## src/rtl/demux1_to_4_stream_pkg.sv

```systemverilog
// Shared constants and types for the 1-to-4 stream demux.
// Channel codes match the select encoding of the 4-to-1 mux.
package demux1_to_4_stream_pkg;

  localparam int NUM_CH     = 4;
  localparam int SEL_W      = 2;
  localparam int FIFO_DEPTH = 2;
  localparam int FCNT_W     = 2;

  typedef enum logic [SEL_W-1:0] {
    CH0 = 2'd0,
    CH1 = 2'd1,
    CH2 = 2'd2,
    CH3 = 2'd3
  } chan_e;

  function automatic logic [NUM_CH-1:0] sel_onehot(
    input logic [SEL_W-1:0] s
  );
    logic [NUM_CH-1:0] oh;
    oh = '0;
    unique case (chan_e'(s))
      CH0: oh = 4'b0001;
      CH1: oh = 4'b0010;
      CH2: oh = 4'b0100;
      CH3: oh = 4'b1000;
      default: oh = '0;
    endcase
    return oh;
  endfunction

endpackage

```

## src/rtl/demux1_to_4_stream_chan_fifo.sv

```systemverilog
// Two-entry per-channel FIFO; head slot drives dout directly
// so the output word holds its last value once drained.
module demux_chan_fifo
  import demux1_to_4_stream_pkg::*;
#(
  parameter int WIDTH = 8
) (
  input  logic              clk,
  input  logic              reset,
  input  logic              push,
  input  logic              pop,
  input  logic [WIDTH-1:0]  din,
  output logic [WIDTH-1:0]  dout,
  output logic [FCNT_W-1:0] count,
  output logic              full,
  output logic              empty
);

  logic [WIDTH-1:0]  head_q;
  logic [WIDTH-1:0]  tail_q;
  logic [FCNT_W-1:0] cnt_q;
  logic              do_push;
  logic              do_pop;

  // Guard handshakes against over/underflow.
  always_comb begin
    full    = (cnt_q == FCNT_W'(FIFO_DEPTH));
    empty   = (cnt_q == '0);
    do_push = push && !full;
    do_pop  = pop && !empty;
  end

  // Shift-style storage: slot 0 is always the head.
  always_ff @(posedge clk) begin
    if (reset) begin
      head_q <= '0;
      tail_q <= '0;
      cnt_q  <= '0;
    end else begin
      unique case ({do_push, do_pop})
        2'b10: begin
          if (empty) head_q <= din;
          else       tail_q <= din;
          cnt_q <= cnt_q + 1'b1;
        end
        2'b01: begin
          if (full) head_q <= tail_q;
          cnt_q <= cnt_q - 1'b1;
        end
        2'b11: begin
          head_q <= din;
        end
        default: begin
        end
      endcase
    end
  end

  assign dout  = head_q;
  assign count = cnt_q;

endmodule

```

## src/rtl/demux1_to_4_stream.sv

```systemverilog
// Registered 1-to-4 stream demux with per-channel 2-deep
// buffering and wrapping delivered-word counters.
module demux1_to_4_stream
  import demux1_to_4_stream_pkg::*;
#(
  parameter int WIDTH = 8,
  parameter int CNT_W = 8
) (
  input  logic                clk,
  input  logic                reset,
  input  logic                in_valid,
  output logic                in_ready,
  input  logic [1:0]          in_sel,
  input  logic [WIDTH-1:0]    in_data,
  output logic [3:0]          out_valid,
  input  logic [3:0]          out_ready,
  output logic [4*WIDTH-1:0]  out_data,
  output logic [4*CNT_W-1:0]  out_count
);

  logic [NUM_CH-1:0] push;
  logic [NUM_CH-1:0] pop;
  logic [NUM_CH-1:0] full;
  logic [NUM_CH-1:0] empty;
  logic [FCNT_W-1:0] fcnt [NUM_CH];
  logic [WIDTH-1:0]  dout [NUM_CH];
  logic [CNT_W-1:0]  cnt_q [NUM_CH];

  // Ready depends only on registered fill level of the target.
  always_comb begin
    in_ready = (fcnt[in_sel] < FCNT_W'(FIFO_DEPTH));
    push     = '0;
    if (in_valid && in_ready)
      push = sel_onehot(in_sel) & ~full;
    out_valid = ~empty;
    pop       = out_valid & out_ready;
  end

  genvar k;
  generate
    for (k = 0; k < NUM_CH; k++) begin : g_ch
      demux_chan_fifo #(
        .WIDTH(WIDTH)
      ) u_fifo (
        .clk   (clk),
        .reset (reset),
        .push  (push[k]),
        .pop   (pop[k]),
        .din   (in_data),
        .dout  (dout[k]),
        .count (fcnt[k]),
        .full  (full[k]),
        .empty (empty[k])
      );

      // Count delivered words; wraps silently.
      always_ff @(posedge clk) begin
        if (reset)       cnt_q[k] <= '0;
        else if (pop[k]) cnt_q[k] <= cnt_q[k] + 1'b1;
      end

      assign out_data[k*WIDTH +: WIDTH]  = dout[k];
      assign out_count[k*CNT_W +: CNT_W] = cnt_q[k];
    end
  endgenerate

endmodule
```

## config.mk

```make
export PLATFORM = sky130hd
export DESIGN_NAME = demux1_to_4_stream
export DESIGN_NICKNAME = d
export VERILOG_FILES = /design/src/rtl/demux1_to_4_stream_pkg.sv /design/src/rtl/demux1_to_4_stream_chan_fifo.sv /design/src/rtl/demux1_to_4_stream.sv
export SDC_FILE = /design/constraint.sdc
export NUM_CORES = 1
export LEC_CHECK = 0
export CORE_MARGIN = 3
export CORE_UTILIZATION = 63
export DETAILED_ROUTE_END_ITERATION = 16
export DONT_BUFFER_PORTS = 1
export PLACE_DENSITY_LB_ADDON = 0.08
export SLEW_MARGIN = 0
export SYNTH_ARGS = -nofsm -noshare
export SYNTH_HDL_FRONTEND = slang
export SYNTH_SLANG_ARGS = --single-unit
```

## constraint.sdc

```tcl
create_clock -name clk -period 2.49 [get_ports clk]
set_input_delay 0 -clock clk [delete_from_list [all_inputs] [get_ports clk]]
set_output_delay 0 -clock clk [all_outputs]
set_load 0.005 [all_outputs]
```

Word-level counts from Yosys, hierarchy flattened
Memories as Yosys holds them, arrays and structs flattened. Cells that the tools add are included.

RAM bits: 32. Word-level logic and storage cells: 145. ROM bits: 0. Register bits: 72. Memories kept: 1. Output and inout bits: 69. Bits of input ports: 17. Latch bits: 0.

Bitwise logic cells: 13. Add/subtract/negate cells: 12. Magnitude comparators: 2. Reduce and logical (&&, ||, !) cells: 38. Mux-type cells: 40. Multiply operators: 0. Eq/ne operators: 27. Shift operators: 0. Div/mod/pow operators: 0.

Memories: cnt_q (words 4, bits a word 8, rd ports 4, clocked after Yosys merged registers in 0, write ports 4, RTL line demux1_to_4_stream.sv:27) `logic [CNT_W-1:0] cnt_q [NUM_CH];`.

Operator list (number): 8-bit two-way mux (12); 8-bit case mux with 3 select lines (4); 8-bit by 1-bit adder with 8-bit output (second input constant) (4); 2-bit == test (second input constant) (14); 2-bit by 1-bit != test with 1-bit output (second input constant) (8); 2-bit case mux with 2 select lines (4); 4-bit case mux with 4 select lines (1); 1-bit two-way mux (14); 3-bit AND reduction (4); 3-bit nonzero test (4); 2-bit by 1-bit == test with 1-bit output (second input constant) (5); 2-bit logical NOT (5); 1-bit logical AND (9); 2-bit by 1-bit adder with 2-bit output (second input constant) (4); 4-bit AND (2); 1-bit logical NOT (8); 4-bit two-way mux (2); 4-bit NOT (2); 2-bit AND reduction (4); 2-bit nonzero test (4); 2-bit by 1-bit subtractor with 2-bit output (second input constant) (4); 2-bit binary-select mux with 2-bit select (1); 2-bit two-way mux (2); 1-bit NOT (4); 4 further kinds (7).

Logic depth before layout (Yosys ltp)
Gate-level depths: netlist of the first run.

Depth in word-level cells: 13. Gate-level depth with buffers: 9. Mapped depth without buffers: 7.

Modules after synthesis
From an unflattened synthesis of the first run, not the netlist that was laid out.

Cells, all modules: 523. Area total of the unflattened synthesis: 5371.4 sq um.

By module, submodules not included: demux_chan_fifo (instances 4, area each 915.9 sq um, cells an instance 91, seq. area each 360.3 sq um); demux1_to_4_stream (instances 1, area each 1707.9 sq um, cells an instance 159, seq. area each 960.9 sq um).

Least setup slack after synthesis of the first run
No wires, ideal clock.

Path kind: register to register. Start: register g_ch[2].u_fifo.cnt_q[1]. End: register g_ch[2].u_fifo.head_q[0]. Cell stages (with the launch flop): 9. Buffers on the path: 2. Setup time: 0.139 ns. Required time: 2.351 ns. Clock period less this slack: 2.032 ns. Setup slack: 0.458 ns. Data arrival time: 1.894 ns. Cells stage by stage: dfxtp_1 buf_4 o21ai_0 inv_1 ha_1 buf_2 nor3_4 a21o_1 a211oi_1.

Longest elaborated chain between the ends: 10. Elaborated cells between the ends (all ways): 24. Those cells by class: order compare (1); eq/ne (6); mux (5); bitwise (4); reduce/logical (8).

RTL lines: start, declared (RTL line demux1_to_4_stream_chan_fifo.sv:21) `logic [FCNT_W-1:0] cnt_q;`; start signal, assigned (RTL line demux1_to_4_stream_chan_fifo.sv:44) `cnt_q <= cnt_q + 1'b1;`; start signal, assigned (RTL line demux1_to_4_stream_chan_fifo.sv:48) `cnt_q <= cnt_q - 1'b1;`; 2-bit binary-select mux with 2-bit select (RTL line demux1_to_4_stream.sv:31) `in_ready = (fcnt[in_sel] < FCNT_W'(FIFO_DEPTH));`; 2-bit two-way mux (implied by the code) (2 in series) (RTL line demux1_to_4_stream.sv:31); 2-bit less-than comparator (RTL line demux1_to_4_stream.sv:31); 1-bit logical AND (RTL line demux1_to_4_stream.sv:33) `if (in_valid && in_ready)`; 4-bit two-way mux (RTL line demux1_to_4_stream.sv:33); 1-bit logical AND (RTL line demux1_to_4_stream_chan_fifo.sv:29) `do_push = push && !full;`; 2-bit by 1-bit == test with 1-bit output or 2-bit == test (tied branches) (RTL line demux1_to_4_stream_chan_fifo.sv:40) `unique case ({do_push, do_pop})`; 2-bit by 1-bit != test with 1-bit output (no source line) or 3-bit nonzero test (tied branches); 3-bit AND reduction (no source line); end signal, assigned (RTL line demux1_to_4_stream_chan_fifo.sv:42) `if (empty) head_q <= din;`; end signal, assigned (RTL line demux1_to_4_stream_chan_fifo.sv:47) `if (full) head_q <= tail_q;`; end signal, assigned (RTL line demux1_to_4_stream_chan_fifo.sv:51) `head_q <= din;`; end, declared (RTL line demux1_to_4_stream_chan_fifo.sv:19) `logic [WIDTH-1:0] head_q;`.

Parallel ways exist; a longest one is shown, timed or not. The select of a mux whose other input is x is not followed. A chain may end at the register's enable or synchronous reset.

Worst setup path in the final report of the first run
Start: register g_ch[3].u_fifo.cnt_q[0]. End: register g_ch[3].u_fifo.head_q[3].

Elaborated cells between the ends (all ways): 24. Those cells by class: order compare (1); eq/ne (6); mux (5); bitwise (4); reduce/logical (8).

RTL lines: start, declared (RTL line demux1_to_4_stream_chan_fifo.sv:21); start signal, assigned (RTL line demux1_to_4_stream_chan_fifo.sv:44); start signal, assigned (RTL line demux1_to_4_stream_chan_fifo.sv:48); 2-bit logical NOT (*) (RTL line demux1_to_4_stream_chan_fifo.sv:28) `empty = (cnt_q == '0);`; 4-bit NOT (*) (RTL line demux1_to_4_stream.sv:35) `out_valid = ~empty;`; net out_valid[3] (RTL line demux1_to_4_stream.sv:15) `output logic [3:0] out_valid,`; 4-bit AND (*) (RTL line demux1_to_4_stream.sv:36) `pop = out_valid & out_ready;`; 1-bit logical AND (*) (RTL line demux1_to_4_stream_chan_fifo.sv:30) `do_pop = pop && !empty;`; 2-bit by 1-bit == test with 1-bit output or 2-bit == test (tied branches) (RTL line demux1_to_4_stream_chan_fifo.sv:40); 2-bit by 1-bit != test with 1-bit output (no source line) or 3-bit nonzero test (tied branches); 3-bit AND reduction (no source line); end signal, assigned (RTL line demux1_to_4_stream_chan_fifo.sv:42); end signal, assigned (RTL line demux1_to_4_stream_chan_fifo.sv:47); end signal, assigned (RTL line demux1_to_4_stream_chan_fifo.sv:51); end, declared (RTL line demux1_to_4_stream_chan_fifo.sv:19).

Mark *: on every way through the listed nets, which the timed path passes. The rest lies on a longest branch. The select of a mux whose other input is x is not followed.

==> results of run 1 <==
==> worst paths after layout <==
path                       startpoint  slack (ns)                       end  cells past startpoint
min                      out_ready[2]        0.08               cnt_q[2][0]                      2
max           g_ch[3].u_fifo.count[0]        0.20    g_ch[3].u_fifo.dout[3]                      7
max reg2reg   g_ch[3].u_fifo.count[0]        0.20    g_ch[3].u_fifo.dout[3]                      7
min reg2reg  g_ch[2].u_fifo.tail_q[1]        0.51  g_ch[2].u_fifo.tail_q[1]                      2
==> cells by family after synthesis <==
family | share of synthesized area (%)
AOI/OAI and AO/OA | 16.16
xor gates and xnor gates | 3.381
adders and majority gates | 4.588
buffers and inverters | 3.743
DFF | 46.37
muxes | 13.81
and+or+nand+nor | 11.95
==> per-layer routing <==
| layer | up-vias | global-route usage (%) |
|---|---|---|
| li1 | 1774 | - |
| met1 | 1758 | 29.68 |
| met3 | 6 | 5.552 |
| met5 | - | 0 |
| met4 | 0 | 6.048 |
| met2 | 79 | 38.11 |
==> critical path, cell delays in order (launching register included) <==
cell	delay, ns
dfxtp_1	0.38
or2_2	0.35
nand2_1	0.15
inv_1	0.09
ha_1	0.29
mux2i_2	0.52
a21o_4	0.29
a211oi_2	0.09
==> final cells by class <==
class / instances / area, um^2
inverter: 14 / 52.55
clock inverter: 6 / 46.29
sequential: 104 / 2402
clock buffer: 10 / 148.9
timing repair buffer: 16 / 162.7
multi-input combinational: 341 / 2585
fill: 604 / 2322
tap: 102 / 127.6
==> through the flow <==
stage               std cells  cell area [um^2]  total power, W
floorplan                 487              5181        0.003218
global placement          567              5213        0.003381
detailed placement        567              5213        0.003442
CTS                       593              5525        0.004516
global route              593              5525        0.004742
finish                    593              5525        0.004499
==> layout by cell type (no fill, tap or decap), drive strengths merged <==
master | synthesis | routed
a211oi | 64 | 64
a21o | 4 | 4
a21oi | 16 | 16
and3 | 4 | 4
buf | 22 | 7
clkbuf | 6 | 10
clkinv | 0 | 2
dfxtp | 72 | 72
dlygate4sd3 | 0 | 9
edfxtp | 32 | 32
ha | 19 | 19
inv | 14 | 18
mux2 | 1 | 1
mux2i | 68 | 68
nand2 | 21 | 21
nand2b | 1 | 1
nand3 | 15 | 15
nand4 | 1 | 1
nor2 | 57 | 57
nor2b | 1 | 1
nor3 | 4 | 4
o21ai | 20 | 20
o31ai | 3 | 3
or2 | 4 | 4
or3 | 15 | 15
or4 | 3 | 3
xnor2 | 12 | 12
xor2 | 8 | 8
==> where the power goes <==
group / internal (W) / switching, W / total, W
clock network: 0.000437 / 0.000601 / 0.00104
logic: 0.000510 / 0.000671 / 0.00118
registers: 0.00202 / 0.000263 / 0.00228
==> repair_timing <==
action | 4_1_cts | 5_1_grt
setup endpoints to repair | 0 | 8
hold endpoints to repair | 72 | 0
buffers inserted | 0 | 0
resized for setup | 0 | 1
hold buffers | 10 | 0
==> registers in the layout, indices dropped and copies added, names as in the netlist <==
register / flops
g_ch.u_fifo.dout: 32
cnt_q: 32
g_ch.u_fifo.tail_q: 32
g_ch.u_fifo.count: 8
==> flow_metrics.tcl, run 1 <==
set metrics [dict create \
    post-place-ws_ns 0.1580 \
    async_reset_ff_share_pct 0 \
    path_max_fanout 9 \
    avgSynthCellArea_um2 10.64 \
    path_clk_slew_ns 0.10 \
    yosysMostFrequentCell "dfxtp_1" \
    synth_seq_cells 104 \
    antenna_found_initial 0 \
    cts_tree "done" \
    leakage_nw 2.146 \
    yosys_warnings 0 \
    fin_skew_ns 0.008551 \
    die_w_um 96.69 \
    viasPerCell 6.099 \
    overflow 0 \
    coreArea_um2 7848 \
    drive_gt1_share_pct 13.44 \
    io_pins 86 \
    diodes 0 \
    syn_to_final_growth_pct 6.641 \
    path_class "flip-flop to flip-flop" \
    wl_um 10730 \
    cts_made_buffers 9 \
    status "completed" \
    yosysTopAreaCell "dfxtp_1" \
    worstPathRequired_ns 2.73 \
    ctsRootBufferMaster "clkbuf_8" \
    ys.flop_type "dfxtp_1" \
    grt_pass1_wl_um 17750 \
    critPathCaptureType "flip-flop" \
    die_area_um2 9348 \
    fin_tns_setup_ns 0 \
    synth_commonest_cells "72 x dfxtp_1, 64 x mux2i_1, 56 x nor2_1, 47 x a211oi_1, 32 x edfxtp_1" \
    clk_path_buf_depth 2 \
    ir_drop_mv 0.4810 \
    highest_layer "met4" \
    startpoint_type "flip-flop" \
    start_util_pct 66.02 \
    wl_met2_um 5383 \
    drc 0 \
    setup_ws_ns 0.1968 \
    finalSetupViolations 0 \
    ys_top_cells_by_area "dfxtp_1 28%, edfxtp_1 19%, mux2i_1 12%, a211oi_1 6.8%, ha_1 4.6%" \
    seq_area_frac_synth_pct 46.37 \
    place.gp.congestion 0.8250 \
    syn-num-nets 523 \
    nets 522 \
    power.density_nw_per_um2 814.2 \
    wl_met1_um 4669 \
    post-route-min-period_ns 2.293 \
    hold_violations 0 \
    hpwlAfterDp_um 7658 \
    hp-class "input pin to flip-flop" \
    synth_cells 487 \
    fp-row-count 32 \
    die_h_um 96.69 \
    wl_per_cell_um 18.09 \
    drt_iter0_drc 127 \
    synth_edf_count 32 \
    drt-pass1-iter-count 4 \
    syn_area_um2 5181 \
    antenna_left 0 \
    cp.arrival_ns 2.53 \
    final_util_pct 70.41 \
    via_count 3617 \
    relSlewSlack_pct 58.84 \
    grt_max_degree 73 \
    rsz0062_at_grt "false" \
    fmax_mhz 436.1 \
    synth_cell_types 43 \
    fin_crit_sh_pct 92.09 \
    clk_latency_ns 0.36 \
    grtUsageTotal_pct 22.80 \
    hold_ws_ns 0.07596 \
    maxCapViolations 0 \
    io_buffers 0 \
    synth_top_area_share_pct 27.82 \
    clkSinkCount 104 \
    drv_slew 0 \
    tightestPinTransition_ns 0.6055 \
    grt_pass1_vias 3600 \
    htreeDepth 3 \
    dr_wl_met3_um 606 \
]
Note: power is estimated with default switching activity, not from simulation.
==> inputs of run 2 (changes only) <==
- CORE_ASPECT_RATIO: default -> 0.75
==> run 2 against run 1 <==
Net effect: register-to-register slack gained 0.07 ns; sequential cell count is the same; die area grew 0.12%; critical path depth is the same; clock skew shrank 0.0014 ns; wire length grew 1.5%; final cell count shrank 0.51%; hold slack lost 0.024 ns; cell area shrank 0.79%; critical path type unchanged.
==> flow_metrics.tcl, run 2 (synthesized netlist as in run 1, its figures left out) <==
set metrics [dict create \
    drive_gt1_share_pct 12.88 \
    fin_crit_sh_pct 89.39 \
    grtUsageTotal_pct 23.50 \
    overflow 0 \
    path_clk_slew_ns 0.09 \
    slowest_delay_ns 0.46 \
    hold_violations 0 \
    die_w_um 110.7 \
    antenna_left 0 \
    rsz0062_at_grt "false" \
    nets 520 \
    cts_tree "done" \
    die_area_um2 9359 \
    cts_made_buffers 9 \
    antenna_found_initial 0 \
    min_to "g_ch[0].u_fifo.dout[3]" \
    ctsRootBufferMaster "clkbuf_8" \
    viasPerCell 6.090 \
    maxCapViolations 0 \
    fmax_mhz 449.3 \
    tightestPinTransition_ns 0.6039 \
    status "completed" \
    hold_start "in_data[3]" \
    start_util_pct 67.56 \
    die_h_um 84.54 \
    syn_to_final_growth_pct 5.796 \
    final_cell_mix "72 x dfxtp_1, 64 x mux2i_1, 56 x nor2_1, 47 x a211oi_1, 32 x edfxtp_1" \
    wl_um 10890 \
    worstRegToRegCells 7 \
    diodes 0 \
    r2r_start "g_ch[1].u_fifo.count[1]" \
    p_total_w 0.004388 \
    reg2reg_setup_slack_ns 0.26 \
    relSlewSlack_pct 59.59 \
    power.density_nw_per_um2 800.4 \
    path_max_fanout 9 \
    grt_max_degree 73 \
    wl_per_cell_um 18.45 \
    n_fill_cell 582 \
    critPathTopFamily "simple AND/OR/NAND/NOR gates" \
    multi_input_area_um2 2587 \
    clk_latency_ns 0.37 \
    worstPathRequired_ns 2.78 \
    use_met1_pct 31.69 \
    final_common_cell "dfxtp_1" \
    drt_iter0_drc 232 \
    grt_pass1_vias 3342 \
    cp.arrival_ns 2.52 \
    clk_path_buf_depth 2 \
    layout.area.seq_um2 2402 \
    place_area_um2 5196 \
    drc 0 \
    grt_pass1_wl_um 17620 \
    coreArea_um2 7669 \
    fin_area_um2 5482 \
    clkSinkCount 104 \
    placedCellCount 564 \
    fin_skew_ns 0.007129 \
    finalSetupViolations 0 \
    htreeDepth 3 \
    hp-class "input pin to flip-flop" \
    via_count 3593 \
    grt.met2_usage_pct 35.96 \
    min_path_cells 2 \
    leakage_nw 2.120 \
    critPathBufInv 1 \
    slowest_stage "mux2i_2" \
    grt_use_met3_pct 9.654 \
    io_buffers 0 \
    path_class "flip-flop to flip-flop" \
    startpoint_type "flip-flop" \
    drv_slew 0 \
    post-route-min-period_ns 2.226 \
    critPathCaptureType "flip-flop" \
    rr_endpoint "g_ch[1].u_fifo.dout[2]" \
    fp-row-count 27 \
    path_cells "or2_2, nand2_1, inv_1, ha_1, mux2i_2, a211oi_1, a211oi_2" \
    ir_drop_mv 0.4789 \
    fin_tns_setup_ns 0 \
    io_pins 86 \
    place.gp.congestion 0.7628 \
    drt-pass1-iter-count 4 \
    top_usage_layer "met2" \
    hpwlAfterDp_um 7586 \
    finalNonFillerCells 590 \
]
-- run 2: cell type report --
| cell class | count | share of cell area, % |
|---|---|---|
| Sequential cell | 104 | 43.83 |
| Inverter | 14 | 0.9587 |
| Tap cell | 101 | 2.305 |
| Clock inverter | 4 | 0.3652 |
| Timing Repair Buffer | 14 | 2.693 |
| Clock buffer | 12 | 2.648 |
| Multi-Input combinational cell | 341 | 47.20 |
-- run 2: worst max-delay path by stage --
stage	from	to	slack (ns)	cells after the start
floorplan	g_ch[2].u_fifo.count[1]	g_ch[2].u_fifo.dout[0]	0.46	8
global placement	g_ch[2].u_fifo.count[1]	g_ch[2].u_fifo.dout[1]	0.17	6
detailed placement	g_ch[2].u_fifo.count[1]	g_ch[2].u_fifo.dout[0]	0.11	6
CTS	g_ch[2].u_fifo.count[1]	g_ch[2].u_fifo.dout[0]	0.1	6
global route	g_ch[0].u_fifo.count[1]	g_ch[0].u_fifo.dout[2]	0.10	7
finish	g_ch[1].u_fifo.count[1]	g_ch[1].u_fifo.dout[2]	0.26	7
-- run 2: what timing repair did --
action                                  4_1_cts  5_1_grt
gates resized for setup                       0        2
endpoints found under the setup margin        0        8
hold endpoints to repair                     72        0
hold buffers                                 10        0
setup buffers                                 0        0
-- run 2: per-stage QoR --
stage | setup slack, ns | util (%) | hold WS, ns
after CTS | 0.09837 | 71.45 | 0.0001627
after global placement | 0.1728 | 67.76 | 0.07178
final | 0.2642 | 71.48 | 0.05172
after global routing | 0.1033 | 71.48 | 0.0004800
after detailed placement | 0.1096 | 67.76 | 0.07247
after floorplan | 0.4577 | - | 0.08334
-- run 2: report_power, final --
part	internal, W	switching (W)	total, W
sequential	0.00202	0.000268	0.00228
combinational	0.000506	0.000662	0.00117
clock	0.000386	0.000550	0.000936
-- run 2: per-layer routing --
metal | vias to the layer above | wire [um]
li1 | 1782 | -
met1 | 1692 | 4879
met2 | 111 | 4946
met3 | 8 | 963
met4 | 0 | 98
met5 | - | 0
-- run 2: worst register-to-register path: cells and delay by family (launching register included) --
kind | cells | cell delay [ns]
AND/OR/NAND/NOR | 2 | 0.49
buffers and inverters | 1 | 0.11
multiplexers | 1 | 0.46
flip-flops | 1 | 0.38
adder cells (fa/ha/maj) | 1 | 0.29
AO/OA/AOI/OAI | 2 | 0.42
==> inputs of run 3 (changes only) <==
- CORE_UTILIZATION: 63 -> 60
==> run 3 against run 2 <==
Net effect: the flow now finishes with violations (negative hold slack); clock skew up 0.0014 ns; critical path type unchanged; sequential cell count unchanged; via count up 2.5%; clock power up 47%; combinational power about the same; first-iteration DRC count up 14%; hold slack worse by 0.053 ns.
==> flow_metrics.tcl, run 3 (synthesized netlist as in run 1, its figures left out) <==
set metrics [dict create \
    path_class "flip-flop to flip-flop" \
    switchingPower_w 0.001545 \
    via_count 3682 \
    clock_power_share_pct 28.5 \
    slowest_delay_ns 0.48 \
    clkSinkCount 104 \
    fp-row-count 28 \
    antenna_left 0 \
    die_area_um2 9798 \
    htreeDepth 3 \
    grt_pass1_vias 3769 \
    p_comb_share_pct 24.3 \
    grt_pass1_wl_um 18700 \
    grtUsageTotal_pct 23.86 \
    tightestPinTransition_ns 0.6130 \
    relSlewSlack_pct 58.98 \
    drv_slew 0 \
    startpoint_type "flip-flop" \
    hpwlAfterDp_um 8138 \
    leakage_nw 2.179 \
    nets 521 \
    fmax_mhz 449.6 \
    wl_per_cell_um 19.28 \
    cp.arrival_ns 2.49 \
    n_fill_cell 617 \
    worstRegToRegCells 7 \
    coreArea_um2 8128 \
    path_clk_slew_ns 0.07 \
    overflow 0 \
    place.gp.congestion 0.8482 \
    die_h_um 86.48 \
    rsz0062_at_grt "false" \
    io_buffers 0 \
    antenna_found_initial 0 \
    hold_ws_ns -0.001065 \
    place_area_um2 5216 \
    fin_crit_sh_pct 89.33 \
    final_common_cell "dfxtp_1" \
    drt-pass1-iter-count 4 \
    post_cts_resized 0 \
    finalSetupViolations 0 \
    viasPerCell 6.188 \
    path_cells "or2_2, nand2_1, inv_1, ha_1, mux2i_2, a211oi_1, a211oi_2" \
    path_max_fanout 9 \
    multi_input_area_um2 2585 \
    swShare_pct 31.85 \
    hp-class "input pin to flip-flop" \
    cts_made_buffers 9 \
    status "finished with violations" \
    drive_gt1_share_pct 13.27 \
    drc 0 \
    syn_to_final_growth_pct 8.524 \
    critPathCaptureType "flip-flop" \
    fin_area_um2 5623 \
    die_w_um 113.3 \
    fin_skew_ns 0.008525 \
    ctsRootBufferMaster "clkbuf_16" \
    worstPathRequired_ns 2.75 \
    layout.area.seq_um2 2402 \
    post-route-min-period_ns 2.224 \
    min_path_cells 2 \
    power.density_nw_per_um2 862.7 \
    intPower_w 0.003306 \
    hold_violations 1 \
    drt_iter0_drc 264 \
    grt_max_degree 73 \
    cts_tree "done" \
    clk_latency_ns 0.34 \
    p_seq_share_pct 47.3 \
    io_pins 86 \
    ir_drop_mv 0.4589 \
    maxCapViolations 0 \
    violations "negative hold slack" \
    start_util_pct 63.75 \
    clk_path_buf_depth 2 \
    wl_um 11470 \
    final_cell_mix "72 x dfxtp_1, 64 x mux2i_1, 56 x nor2_1, 47 x a211oi_1, 32 x edfxtp_1" \
    fin_tns_setup_ns 0 \
    slowest_stage "mux2i_2" \
    diodes 0 \
]
run 3: changes by cell type in the layout (fill, tap and decap cells not counted):
| cell | change |
|---|---|
| clkinvlp_4 | +2 |
| o21ai_0 | +1 |
| ha_1 | +1 |
| clkbuf_8 | -9 |
| dlygate4sd3_1 | -1 |
| clkbuf_1 | -1 |
| buf_4 | +2 |
| clkbuf_4 | +1 |
| ha_2 | -1 |
| clkinv_4 | +1 |
| clkbuf_16 | +10 |
| o21ai_1 | -1 |
| clkinv_2 | -4 |
run 3: power by group through the flow:
stage          clock (W)  combinational, W  sequential (W)
3_5_place_dp           0           0.00112         0.00233
4_1_cts          0.00140           0.00118         0.00229
2_1_floorplan          0           0.00100         0.00222
3_3_place_gp           0           0.00108         0.00232
6_report         0.00138           0.00118         0.00229
5_1_grt          0.00148           0.00130         0.00233
run 3: worst max-delay path, delay by kind of cell, from the launching register on:
family,cells,cell delay [ns]
compound gates,2,0.42
fa+ha+maj,1,0.31
buf+inv,1,0.09
flops,1,0.37
mux,1,0.48
simple gates,2,0.48
run 3: stage by stage:
| step | worst slack, ns | hold slack [ns] | cells | utilization, % | total power [W] |
|---|---|---|---|---|---|
| after CTS | 0.2498 | 0.0007057 | 595 | 69.18 | 0.004873 |
| after global placement | 0.3734 | 0.07147 | 570 | 64.18 | 0.003398 |
| final | 0.2657 | -0.001065 | 595 | 69.18 | 0.004851 |
| after detailed placement | 0.2689 | 0.07263 | 570 | 64.18 | 0.003450 |
| after floorplan | 0.4577 | 0.08334 | 487 | - | 0.003218 |
| after global routing | 0.07843 | 0.003191 | 595 | 69.18 | 0.005116 |
run 3: repair_timing:
| item | CTS | global route |
|---|---|---|
| endpoints found under the hold margin | 72 | 0 |
| buffers inserted | 0 | 0 |
| hold buffers | 9 | 0 |
run 3: final timing paths:
check / slack [ns] / endpoint / start
worst max-delay path: 0.27 / g_ch[3].u_fifo.dout[4] / g_ch[3].u_fifo.count[0]
worst min-delay path: -0.001 / g_ch[3].u_fifo.dout[4] / in_data[4]
worst max register to register: 0.27 / g_ch[3].u_fifo.dout[4] / g_ch[3].u_fifo.count[0]
worst min register to register: 0.50 / g_ch[3].u_fifo.tail_q[2] / g_ch[3].u_fifo.tail_q[2]
run 3: area by class of cell:
class	instances	area share, %
clock inverters	3	0.4228
inverters	14	0.9346
well taps	105	2.336
clock buffers	13	4.895
repair buffers	15	2.715
flip-flops and latches	104	42.72
multi-input cells	341	45.97
run 3: metal layers:
metal	share of wire [%]	up-vias	global-route usage [%]
met2	46	113	37.69
met5	0	-	0
li1	-	1774	-
met1	44	1778	31.48
met3	9.2	17	7.955
met4	1.2	0	7.096
